==> src/rtl/systolic_pkg.sv <==
// Shared definitions for the systolic array sequencer: FSM states and the CSR map.
// The CSR constants are also consumed by the Nios driver header generator.
package systolic_pkg;

    typedef enum logic [2:0] {
        ST_IDLE,
        ST_CLEAR,
        ST_FEED,
        ST_FLUSH,
        ST_DRAIN,
        ST_DONE
    } state_t;

    localparam logic [1:0] ADDR_CTRL   = 2'd0;
    localparam logic [1:0] ADDR_STATUS = 2'd1;
    localparam logic [1:0] ADDR_K_LEN  = 2'd2;
    localparam logic [1:0] ADDR_CYCLES = 2'd3;

    localparam int CTRL_START  = 0;
    localparam int CTRL_IRQ_EN = 1;
    localparam int CTRL_ABORT  = 2;

    localparam int STATUS_BUSY = 0;
    localparam int STATUS_DONE = 1;
    localparam int STATUS_ERR  = 2;

endpackage

==> src/rtl/systolic_csr.sv <==
// Avalon-MM CSR slave for the sequencer: register file, start/abort decode and irq.
module systolic_csr
    import systolic_pkg::*;
#(
    parameter int KW = 8,
    parameter int CW = 16
) (
    input  logic          clk,
    input  logic          reset_n,
    input  logic [1:0]    avs_address,
    input  logic          avs_write,
    input  logic [31:0]   avs_writedata,
    input  logic          avs_read,
    output logic [31:0]   avs_readdata,
    output logic          irq,
    input  logic          busy,
    input  logic          run_done,
    input  logic [CW-1:0] run_cycles,
    output logic          start_req,
    output logic          abort_req,
    output logic [KW-1:0] k_len
);

    logic          irq_en;
    logic          done;
    logic          err;
    logic [CW-1:0] cycles;
    logic [31:0]   rd_mux;

    logic ctrl_wr, status_wr, k_wr;
    logic start_hit, err_set, done_set;

    assign ctrl_wr   = avs_write && (avs_address == ADDR_CTRL);
    assign status_wr = avs_write && (avs_address == ADDR_STATUS);
    assign k_wr      = avs_write && (avs_address == ADDR_K_LEN);

    // Abort written together with start suppresses the start.
    assign start_hit = ctrl_wr && avs_writedata[CTRL_START] && !avs_writedata[CTRL_ABORT];
    assign start_req = start_hit && !busy && (k_len != '0);
    assign err_set   = start_hit && !busy && (k_len == '0);
    assign abort_req = ctrl_wr && avs_writedata[CTRL_ABORT] && busy;
    assign done_set  = run_done && !abort_req;

    assign irq = done && irq_en;

    always_comb begin
        // NOTE: default first so every path assigns rd_mux and no latch is inferred.
        rd_mux = '0;
        case (avs_address)
            ADDR_CTRL:   rd_mux[CTRL_IRQ_EN] = irq_en;
            ADDR_STATUS: begin
                rd_mux[STATUS_BUSY] = busy;
                rd_mux[STATUS_DONE] = done;
                rd_mux[STATUS_ERR]  = err;
            end
            ADDR_K_LEN:  rd_mux = 32'(k_len);
            default:     rd_mux = 32'(cycles);
        endcase
    end

    // NOTE: state uses non-blocking assignments so all registers update together at the edge.
    always_ff @(posedge clk or negedge reset_n) begin
        if (!reset_n) begin
            irq_en       <= 1'b0;
            k_len        <= '0;
            cycles       <= '0;
            done         <= 1'b0;
            err          <= 1'b0;
            avs_readdata <= '0;
        end else begin
            if (ctrl_wr) irq_en <= avs_writedata[CTRL_IRQ_EN];
            if (k_wr) k_len <= avs_writedata[KW-1:0];
            if (done_set) cycles <= run_cycles;
            // Set beats a same-cycle write-1-to-clear.
            done <= done_set || (done && !(status_wr && avs_writedata[STATUS_DONE]));
            err  <= err_set  || (err  && !(status_wr && avs_writedata[STATUS_ERR]));
            if (avs_read) avs_readdata <= rd_mux;
        end
    end

endmodule

==> src/rtl/systolic_array_sequencer.sv <==
// Sequencer for one output-stationary NxN systolic array run: clear, skewed feed,
// flush, row drain, done. All array-facing outputs are registered.
module systolic_array_sequencer
    import systolic_pkg::*;
#(
    parameter int N  = 4,
    parameter int KW = 8
) (
    input  logic                 clk,
    input  logic                 reset_n,
    input  logic [1:0]           avs_address,
    input  logic                 avs_write,
    input  logic [31:0]          avs_writedata,
    input  logic                 avs_read,
    output logic [31:0]          avs_readdata,
    output logic                 irq,
    output logic                 arr_clear,
    output logic [N-1:0]         feed_valid,
    output logic [N*KW-1:0]      feed_idx,
    output logic                 drain_en,
    output logic [$clog2(N)-1:0] drain_row
);

    localparam int RW = $clog2(N);
    localparam int TW = KW + RW + 1;   // feed counter, wide enough that t < i+K never wraps
    localparam int CW = KW + RW + 2;   // holds K+3N

    state_t        state;
    logic [TW-1:0] cnt;
    logic [KW-1:0] k_run;
    logic [CW-1:0] cycles;
    logic [KW-1:0] k_len;
    logic          start_req;
    logic          abort_req;
    logic          busy;

    assign busy = (state != ST_IDLE);

    systolic_csr #(.KW(KW), .CW(CW)) u_csr (
        .clk           (clk),
        .reset_n       (reset_n),
        .avs_address   (avs_address),
        .avs_write     (avs_write),
        .avs_writedata (avs_writedata),
        .avs_read      (avs_read),
        .avs_readdata  (avs_readdata),
        .irq           (irq),
        .busy          (busy),
        .run_done      (state == ST_DONE),
        .run_cycles    (cycles),
        .start_req     (start_req),
        .abort_req     (abort_req),
        .k_len         (k_len)
    );

    // Row/column i sees index t-i while t lies in [i, i+K).
    function automatic logic [N+N*KW-1:0] skew(input logic [TW-1:0] t, input logic [KW-1:0] k);
        logic [N-1:0]    v;
        logic [N*KW-1:0] x;
        v = '0;
        x = '0;
        for (int i = 0; i < N; i++) begin
            if (t >= TW'(i) && t < TW'(i) + TW'(k)) begin
                v[i]           = 1'b1;
                x[i*KW +: KW]  = KW'(t - TW'(i));
            end
        end
        return {v, x};
    endfunction

    always_ff @(posedge clk or negedge reset_n) begin
        if (!reset_n) begin
            state      <= ST_IDLE;
            cnt        <= '0;
            k_run      <= '0;
            cycles     <= '0;
            arr_clear  <= 1'b0;
            feed_valid <= '0;
            feed_idx   <= '0;
            drain_en   <= 1'b0;
            drain_row  <= '0;
        end else if (abort_req) begin
            state      <= ST_IDLE;
            cnt        <= '0;
            arr_clear  <= 1'b0;
            feed_valid <= '0;
            feed_idx   <= '0;
            drain_en   <= 1'b0;
            drain_row  <= '0;
        end else begin
            if (busy) cycles <= cycles + CW'(1);
            case (state)
                ST_IDLE: begin
                    if (start_req) begin
                        state     <= ST_CLEAR;
                        k_run     <= k_len;
                        cycles    <= CW'(1);
                        arr_clear <= 1'b1;
                    end
                end
                ST_CLEAR: begin
                    state                  <= ST_FEED;
                    cnt                    <= '0;
                    arr_clear              <= 1'b0;
                    {feed_valid, feed_idx} <= skew('0, k_run);
                end
                ST_FEED: begin
                    if (cnt == TW'(k_run) + TW'(N - 2)) begin
                        state      <= ST_FLUSH;
                        cnt        <= '0;
                        feed_valid <= '0;
                        feed_idx   <= '0;
                    end else begin
                        cnt                    <= cnt + TW'(1);
                        {feed_valid, feed_idx} <= skew(cnt + TW'(1), k_run);
                    end
                end
                ST_FLUSH: begin
                    if (cnt == TW'(N - 2)) begin
                        state     <= ST_DRAIN;
                        cnt       <= '0;
                        drain_en  <= 1'b1;
                        drain_row <= '0;
                    end else begin
                        cnt <= cnt + TW'(1);
                    end
                end
                ST_DRAIN: begin
                    if (cnt == TW'(N - 1)) begin
                        state     <= ST_DONE;
                        cnt       <= '0;
                        drain_en  <= 1'b0;
                        drain_row <= '0;
                    end else begin
                        cnt       <= cnt + TW'(1);
                        drain_row <= RW'(cnt + TW'(1));
                    end
                end
                ST_DONE: state <= ST_IDLE;
                default: state <= ST_IDLE;
            endcase
        end
    end

endmodule

==> config.mk <==
export PLATFORM = sky130hd
export DESIGN_NAME = systolic_array_sequencer
export DESIGN_NICKNAME = d
export VERILOG_FILES = /design/src/rtl/systolic_pkg.sv /design/src/rtl/systolic_csr.sv /design/src/rtl/systolic_array_sequencer.sv
export SDC_FILE = /design/constraint.sdc
export NUM_CORES = 1
export LEC_CHECK = 0
export ABC_AREA = 1
export CORE_ASPECT_RATIO = 1.25
export CORE_MARGIN = 4
export CORE_UTILIZATION = 36
export DETAILED_ROUTE_END_ITERATION = 8
export GPL_ROUTABILITY_DRIVEN = 0
export MAX_ROUTING_LAYER = met4
export PLACE_DENSITY = 0.64
export SYNTH_ARGS = -nofsm -noshare
export SYNTH_HDL_FRONTEND = slang
export SYNTH_SLANG_ARGS = --single-unit
export TNS_END_PERCENT = 5
==> constraint.sdc <==
create_clock -name clk -period 3.71 [get_ports clk]
set_clock_uncertainty 0.15 [all_clocks]
set_input_delay 0.742 -clock clk [delete_from_list [all_inputs] [get_ports clk]]
set_output_delay 0.742 -clock clk [all_outputs]
set_load 0.02 [all_outputs]
Yosys cells after proc, flatten, opt, wreduce, memory -nomap -nowiden
Cells that the tools add are included.

Bits of input ports: 38. Bits in writable memories: 0. Memories kept: 0. ROM bits: 0. Output and inout bits: 73. Logic and storage cells: 133. Bits in latches: 0. Bits in registers: 129.

Div/mod/pow operators: 0. Bitwise logic cells: 1. Eq/ne operators: 14. $add $sub $neg: 8. Reductions and logical operators: 42. Magnitude comparators: 9. Shift operators: 0. Multiplexer cells: 44. Multiply operators: 0.

Operators with widths (count): $mux 32 (2); $pmux 32 s2 (1); $mux 11 (4); $pmux 11 s4 (1); $mux 12 (3); $lt 11x9->1 (3); $mux 8 (4); $eq 11x2->1 const B (2); $ge 11x1->1 const B (2); $ge 11x2->1 const B (2); $logic_and 1x1->1 (20); $add 2x8->9 const A (2); $pmux 9 s2 (1); $sub 8x2->8 const B (2); $mux 3 (5); $pmux 3 s5 (1); $add 12x1->12 const B (1); $ne 3x2->1 const B (4); $reduce_bool 3->1 (4); $add 11x1->11 const B (1); $eq 11x11->1 (1); $lt 11x8->1 (1); $mux 1 (10); $add 1x8->9 const A (1); 25 further kinds (40).

Depth between registers and ports, before layout
Gate-level depths: netlist of run 1.

Depth after elaboration: 9. Depth in mapped cells: 18. Depth with buffers taken out: 18.

Hierarchy
Synthesis of run 1 repeated with hierarchy kept, for this count alone.

Cell total of the unflattened synthesis: 926. Area, all modules: 6972.9 µm².

By module, submodules not included: systolic_array_sequencer (area each 5183.7 µm², cells an instance 703, times used 1, sequential area each 1851.8 µm²); systolic_csr (area each 1789.2 µm², cells an instance 223, times used 1, sequential area each 875.8 µm²).

Worst setup path after synthesis of run 1
Ideal clock, no wire load.

Path kind: register to register. From: reg cnt[1]. To: reg feed_idx[24]. Buffers on the path: 0. Clock period less this slack: 2.606 ns. Setup time: 0.117 ns. Cell stages (with the launch flop): 13. Arrival: 2.338 ns. Required time: 3.443 ns. Path slack: 1.104 ns. Path through: dfrtp_1 -> ha_1 -> nand2_1 -> inv_1 -> nor2_1 -> inv_1 -> ha_1 -> a21oi_1 -> o21ai_0 -> o21ai_2 -> nor2_4 -> nand3_1 -> nand2_1.

Longest elaborated chain between the ends: 7. Elaborated cells on any way between the ends: 9. Those cells by class: 1 x add/sub; 2 x order compare; 1 x eq/ne; 4 x mux; 1 x reduce/logical.

RTL lines: start: declaration (RTL line systolic_array_sequencer.sv:29) `logic [TW-1:0] cnt;`; start signal: assignment (RTL line systolic_array_sequencer.sv:114) `cnt <= cnt + TW'(1);`; start signal: assignment (RTL line systolic_array_sequencer.sv:125) `cnt <= cnt + TW'(1);`; start signal: assignment (RTL line systolic_array_sequencer.sv:135) `cnt <= cnt + TW'(1);`; $add 11x1->11; $ge 11x2->1 / $lt 11x9->1 (equally long branches) (RTL line systolic_array_sequencer.sv:63) `if (t >= TW'(i) && t < TW'(i) + TW'(k)) begin`; $logic_and 1x1->1 (RTL line systolic_array_sequencer.sv:63); $mux 8 (RTL line systolic_array_sequencer.sv:63); $mux 32 * (RTL line systolic_array_sequencer.sv:108) `if (cnt == TW'(k_run) + TW'(N - 2)) begin`; $pmux 32 s2 * (RTL line systolic_array_sequencer.sv:92) `case (state)`; $mux 32 * (RTL line systolic_array_sequencer.sv:82) `end else if (abort_req) begin`; end signal: assignment (RTL line systolic_array_sequencer.sv:105) `{feed_valid, feed_idx} <= skew('0, k_run);`; end signal: assignment (RTL line systolic_array_sequencer.sv:115) `{feed_valid, feed_idx} <= skew(cnt + TW'(1), k_run);`; end: declaration (RTL line systolic_array_sequencer.sv:19) `output logic [N*KW-1:0] feed_idx,`.

Every way passes the cells marked *; elsewhere a longest branch is shown, timed or not. A chain may end at the register's enable or synchronous reset.

Worst setup path in the final report of run 1
From: reg cnt[0]. To: reg feed_idx[5].

Longest elaborated chain between the ends: 7. Elaborated cells on any way between the ends: 9. Those cells by class: 1 x add/sub; 2 x order compare; 1 x eq/ne; 4 x mux; 1 x reduce/logical.

RTL lines (RTL line): $add 11x1->11; $ge 11x1->1 / $lt 11x8->1 (equally long branches) (systolic_array_sequencer.sv:63); $logic_and 1x1->1 (systolic_array_sequencer.sv:63); $mux 8 (systolic_array_sequencer.sv:63); $mux 32 * (systolic_array_sequencer.sv:108); $pmux 32 s2 * (systolic_array_sequencer.sv:92); $mux 32 * (systolic_array_sequencer.sv:82).

Marked as above.

==> results_dict.tcl, run 1 <==
set metrics [dict create \
    htree_levels 3 \
    cp.required_ns 3.84 \
    cts.path.max_buffers 2 \
    rsz0062_at_grt "false" \
    postSynthRegisterBits 109 \
    endpoint_kind "flip-flop" \
    maxCapViolCount 0 \
    antenna_cells 0 \
    power_density_nw_per_um2 779 \
    syn_area_sq_um 6720 \
    drc 0 \
    synth.avg_cell_area_sq_um 7.55 \
    rr_startpoint "cnt[0]" \
    synth-main-ff-cell "dfrtp_1" \
    slew_violations 0 \
    power_leakage_nw 3.99 \
    r2r-end "feed_idx[5]" \
    clock_power_share_pct 16.3 \
    cp_max_fo 7 \
    r2r.worst_path.cells 15 \
    antenna_found_initial 0 \
    stdcell_area_sq_um 7900 \
    num_vias 5764 \
    fp-row-count 55 \
    worst_slew_pin_slew_ns 0.639 \
    cts_sinks 109 \
    ctsResizeCount 0 \
    drive_above_1_share_pct 5.80 \
    arrival_ns 3.36 \
    hold_viol 0 \
    reg2reg_slack_ns 0.47 \
    grt_pass1_wl_um 27500 \
    synthDistinctLibCells 41 \
    routed_wl_um 16500 \
    area_delta_synth_final_pct 17.5 \
    crit_path_start_kind "flip-flop" \
    hpwl_um 12500 \
    p_total_w 0.00615 \
    grt_pass1_vias 5451 \
    root_buffer "clkbuf_16" \
    p_int_w 0.00328 \
    gr-total-overflow 0 \
    outcome "complete, no violations" \
    setup_tns_ns 0 \
    design.core.area_sq_um 18200 \
    antenna_left 0 \
    postCtsSetupBuffers 0 \
    start_util_pct 36.9 \
    holdBufCountCts 0 \
    relSlewSlack_pct 57.4 \
    fin_util_pct 43.3 \
    synth_edf_count 0 \
    fmax_mhz 309 \
    die_y_um 161 \
    wl_per_cell_um 13.8 \
    ys_seq_area_share_pct 40.6 \
    p_sw_share_pct 46.6 \
    dpl_cell_area_sq_um 7590 \
    drtIter0Drc 324 \
    io_buffers 66 \
    yosys_warnings 0 \
    clkTransAtPathRegs_ns 0.08 \
    grt_usage_pct 16.7 \
    finalSetupViolations 0 \
    layout_common_cells "278 x nand2_1, 109 x dfrtp_1, 100 x inv_1" \
    cts_tree "done" \
    syn-instance-count 890 \
    p_sw_w 0.00287 \
    fin_crit_ns 3.24 \
    vias_per_cell 4.83 \
    grt_max_degree 48 \
    cts_buffers 9 \
    first_pass_iters 5 \
    clk_latency_ns 0.36 \
    seqPwrFrac_pct 29.3 \
    async_reset_ff_share_pct 100 \
    die_area_sq_um 20900 \
    chipWidth_um 130 \
    crit_type "flip-flop to flip-flop" \
    vdd_ir_drop_max_mv 0.324 \
    io_pins 111 \
    min_path_type "input port to asynchronous set/reset pin" \
    mostFrequentLayoutCell "nand2_1" \
    combPwrFrac_pct 54.5 \
    period_share_pct 87.3 \
    nNetsFinal 1041 \
]
metrics by stage:
stage	std cells	setup slack, ns	hold slack, ns
after floorplan	909	1.10	0.296
after global placement	1177	0.521	0.313
after detailed placement	1177	0.500	0.315
after CTS	1193	0.462	0.272
after global routing	1193	0.172	0.316
final	1193	0.473	0.255
how the worst max path moves through the flow:
stage          startpoint           end  slack, ns
3_5_place_dp       cnt[0]   feed_idx[5]       0.50
3_3_place_gp       cnt[0]   feed_idx[6]       0.52
6_report           cnt[0]   feed_idx[5]       0.47
5_1_grt            cnt[0]   feed_idx[5]       0.17
4_1_cts            cnt[0]   feed_idx[5]       0.46
2_1_floorplan      cnt[1]  feed_idx[24]       1.10
worst max-delay path: stages, from the launching register on:
cell     delay [ns]
dfrtp_1        0.52
ha_1           0.36
nand2_1        0.11
nor2_1         0.24
nand3_1        0.12
nand2_2        0.19
inv_1          0.11
ha_1           0.30
nand2_1        0.09
nor2_1         0.05
nor2_1         0.09
nand3_1        0.08
nand2_1        0.06
and3b_1        0.31
nand3_2        0.19
o21ai_0        0.19
sequential cells by signal (all words and copies together), names as in the netlist:
signal and flops:
drain_en 1, u_csr.done 1, drain_row 2, u_csr.err 1, cnt 11, feed_idx 32
cycles 12, state 3, arr_clear 1, k_run 8, u_csr.cycles 12, u_csr.irq_en 1
u_csr.k_len 8, u_csr.avs_readdata 12, feed_valid 4
power groups by stage:
stage	Clock, W	Sequential [W]	Combinational, W
3_5_place_dp	0	0.00182	0.00337
2_1_floorplan	0	0.00192	0.00222
6_report	0.00100	0.00180	0.00335
3_3_place_gp	0	0.00182	0.00332
4_1_cts	0.00102	0.00180	0.00339
5_1_grt	0.00107	0.00185	0.00381
cell usage after synthesis, drive strengths merged, types with 2 or more instances:
library cell	count	share of area (%)
a32o	2	0.30
xnor2	2	0.26
clkbuf	5	0.28
nor2	78	5.3
inv	103	5.8
a41oi	2	0.26
nand3	61	4.7
nand3b	2	0.22
xor2	24	3.2
ha	43	8.0
o21a	2	0.22
or2	2	0.19
buf	33	3.4
dfrtp	109	41
a31oi	5	0.47
o22ai	2	0.19
nand4	9	0.84
nor3	14	1.0
a21oi	31	2.3
nor4	7	0.65
o21ai	64	4.9
nand2	284	16
logic make-up (layout without fill, tap and decap cells):
| kind of cell | count (synthesis) | in the layout | share of synthesized area (%) |
|---|---|---|---|
| adder cells (fa/ha/maj) | 43 | 43 | 8.01 |
| buffers and inverters | 141 | 197 | 9.48 |
| XOR/XNOR | 26 | 26 | 3.50 |
| multiplexers | 1 | 1 | 0.168 |
| flip-flops | 109 | 109 | 40.6 |
| AO/OA/AOI/OAI | 111 | 111 | 8.97 |
| AND/OR/NAND/NOR | 458 | 458 | 29.2 |
| other | 1 | 20 | 0.0558 |
area by class of cell:
cell class | instances | area (sq um)
fill | 1871 | 10300
multi-input combinational | 659 | 3430
sequential | 109 | 2730
timing repair buffer | 78 | 761
inverter | 103 | 387
tap | 228 | 285
clock buffer | 9 | 225
clock inverter | 7 | 85.1
routing by layer:
| layer | share of wire [%] | track usage, % | up-vias |
|---|---|---|---|
| li1 | - | - | 2957 |
| met1 | 45 | 21.2 | 2636 |
| met2 | 49 | 27.3 | 141 |
| met3 | 4.3 | 2.96 | 30 |
| met4 | 2.3 | 4.77 | 0 |
| met5 | 0 | - | - |
No activity file was read; power rests on OpenSTA's default activity.
==> run 2, diff against run 1 <==
ABC_AREA = not set   (was 1)
==> run 2 against run 1 <==
  * Clock power about the same
  * Maximum frequency down 7.4%
  * Synthesized area shrank 1.4%
  * Total power up 0.67%
  * Critical path depth decreased by 5
  * Worst setup slack got worse by 0.26 ns
  * Via count decreased by 12%
  * Non-clock buffer count increased by 17
  * Critical path type unchanged
  * Largest cell class unchanged
==> results_dict.tcl, run 2 <==
set metrics [dict create \
    start_util_pct 36.6 \
    yosysTopAreaCellShare_pct 41.1 \
    slowest_stage "xor2_1" \
    cts.path.max_buffers 2 \
    die_y_um 160 \
    relSlewSlack_pct 44.8 \
    wl_per_cell_um 16.4 \
    largest-register "feed_idx" \
    worst_slew_pin_slew_ns 0.826 \
    async_reset_ff_share_pct 100 \
    place_ws_ns 0.248 \
    root_buffer "clkbuf_16" \
    synth.avg_cell_area_sq_um 9.86 \
    cp_max_fo 9 \
    fmax_mhz 286 \
    grt_pass1_vias 5031 \
    fp-row-count 55 \
    synthMuxAreaShare_pct 5.13 \
    cts_tree "done" \
    io_pins 111 \
    postSynthRegisterBits 109 \
    syn-instance-count 672 \
    clk_latency_ns 0.36 \
    clkTransAtPathRegs_ns 0.07 \
    yosys_warnings 0 \
    largest_reg_flops 32 \
    synthTopCellsByArea "dfrtp_1 41%, ha_1 8.1%, xnor2_1 4.6%" \
    nNetsFinal 826 \
    setup_tns_ns 0 \
    crit_buf_inv 3 \
    seqPwrFrac_pct 29.7 \
    holdBufCountCts 0 \
    rr_startpoint "cnt[0]" \
    synth_compound_gate_area_share_pct 15.9 \
    ys_seq_area_share_pct 41.1 \
    hpwl_um 12000 \
    ctsResizeCount 0 \
    power_density_nw_per_um2 786 \
    synth_top_area_cell "dfrtp_1" \
    power_leakage_nw 3.63 \
    combPwrFrac_pct 54.1 \
    max_stage_delay_ns 0.66 \
    use_met1_pct 21.5 \
    grt_pass1_wl_um 26600 \
    vias_per_cell 5.18 \
    mostFrequentLayoutCell "dfrtp_1" \
    vdd_ir_drop_max_mv 0.319 \
    antenna_cells 0 \
    grtUsageMet3_pct 3.78 \
    grt_max_degree 60 \
    postCtsSetupBuffers 0 \
    yosys-top-cells-count "109 x dfrtp_1, 66 x nand2_1, 43 x ha_1" \
    clock_power_share_pct 16.2 \
    p_sw_w 0.00263 \
    synth_top_family_by_area "compound AO/OA/AOI/OAI gates" \
    cp_cell_sequence "ha_1 -> xor2_1 -> inv_1 -> ha_1 -> inv_1 -> o21ai_0 -> a2111oi_1 -> nor4b_4 -> buf_4 -> a22o_1" \
    p_sw_share_pct 42.4 \
    chipWidth_um 129 \
    synthAdderAreaFrac_pct 8.12 \
    arrival_ns 3.59 \
    synthSimpleGateAreaFrac_pct 14.8 \
    fill_cells 1756 \
    cts_sinks 109 \
    p_total_w 0.00619 \
    p_int_w 0.00356 \
    htree_levels 3 \
    fin_crit_ns 3.49 \
    startpoint "cnt[0]" \
    layout_common_cells "109 x dfrtp_1, 66 x nand2_1, 65 x clkdlybuf4s50_1" \
    drtIter0Drc 279 \
    num_vias 5070 \
    synth_most_common_cell "dfrtp_1" \
    rsz0062_at_grt "false" \
    endpoint_kind "flip-flop" \
    grt_use_met2_pct 25.6 \
    period_share_pct 94.2 \
    drive_above_1_share_pct 11.3 \
    synth-main-ff-cell "dfrtp_1" \
    cp.required_ns 3.81 \
    hold_viol 0 \
    area_delta_synth_final_pct 18.9 \
    busiest_layer "met2" \
    timing.final.ws_setup_ns 0.215 \
    first_pass_iters 4 \
    gr-total-overflow 0 \
    routed_wl_um 16100 \
    crit_type "flip-flop to flip-flop" \
    crit_path_start_kind "flip-flop" \
    outcome "complete, no violations" \
    post_synth_xor_area_fraction_pct 8.14 \
    drc 0 \
    design.core.area_sq_um 18100 \
    die_area_sq_um 20700 \
    min_path_type "input port to asynchronous set/reset pin" \
    antenna_found_initial 0 \
    syn_area_sq_um 6630 \
    finalSetupViolations 0 \
    cp_top_family "compound AO/OA/AOI/OAI gates" \
    io_buffers 66 \
    cts_buffers 9 \
    slew_violations 0 \
    maxCapViolCount 0 \
    antenna_left 0 \
    synthDistinctLibCells 68 \
    grt_usage_pct 16.6 \
    synth_edf_count 0 \
]
run 2: cell count changes after synthesis, moves of 8 or more:
cell      change
o21ai_0      -19
nand3_1      -40
nand2_1     -212
xnor2_1      +33
nor2_1       -32
o22ai_1       +8
mux2_2       +21
a21o_1       +10
clkbuf_1      +8
inv_1        -69
a22o_1       +32
run 2: power groups by stage:
stage | combinational, W | clock (W) | sequential, W
after global placement | 0.00332 | 0 | 0.00185
after global routing | 0.00374 | 0.00108 | 0.00189
after floorplan | 0.00234 | 0 | 0.00185
after CTS | 0.00338 | 0.00103 | 0.00184
final | 0.00335 | 0.00100 | 0.00184
after detailed placement | 0.00336 | 0 | 0.00186
run 2: worst paths after layout:
kind	depth (start not counted)	slack, ns	end
max	10	0.22	feed_idx[12]
min	1	0.27	feed_idx[21]
max reg2reg	10	0.22	feed_idx[12]
min reg2reg	2	0.33	feed_idx[3]
max in group asynchronous	2	2.40	u_csr.cycles[11]
min in group clk	2	0.33	feed_idx[3]
run 2: routing by layer:
metal  routed length, um  up-vias
li1                    -     2487
met5                   0        -
met3                 799       26
met2                7710      129
met1                7220     2428
met4                 331        0
run 2: through the flow:
stage / hold slack, ns / utilization (%) / cell area [sq um] / cells
after global routing: 0.316 / 43.6 / 7880 / 978
after CTS: 0.282 / 43.6 / 7880 / 978
after detailed placement: 0.320 / 41.8 / 7570 / 962
after global placement: 0.309 / 41.8 / 7570 / 962
after floorplan: 0.296 / - / 6700 / 691
final: 0.265 / 43.6 / 7880 / 978
run 2: kinds of logic after synthesis:
family | after synthesis
compound gates | 153
buf+inv | 86
flops | 109
fa+ha+maj | 43
mux | 30
simple gates | 193
xor+xnor | 57
other cells | 1
run 2: area by class of cell:
| class | count | area, sq um | share of cell area (%) |
|---|---|---|---|
| clock inverters | 4 | 55.1 | 0.698 |
| well taps | 228 | 285 | 3.62 |
| repair buffers | 95 | 888 | 11.3 |
| clock buffers | 12 | 256 | 3.25 |
| flip-flops and latches | 109 | 2730 | 34.6 |
| inverters | 34 | 128 | 1.62 |
| multi-input cells | 496 | 3540 | 44.9 |
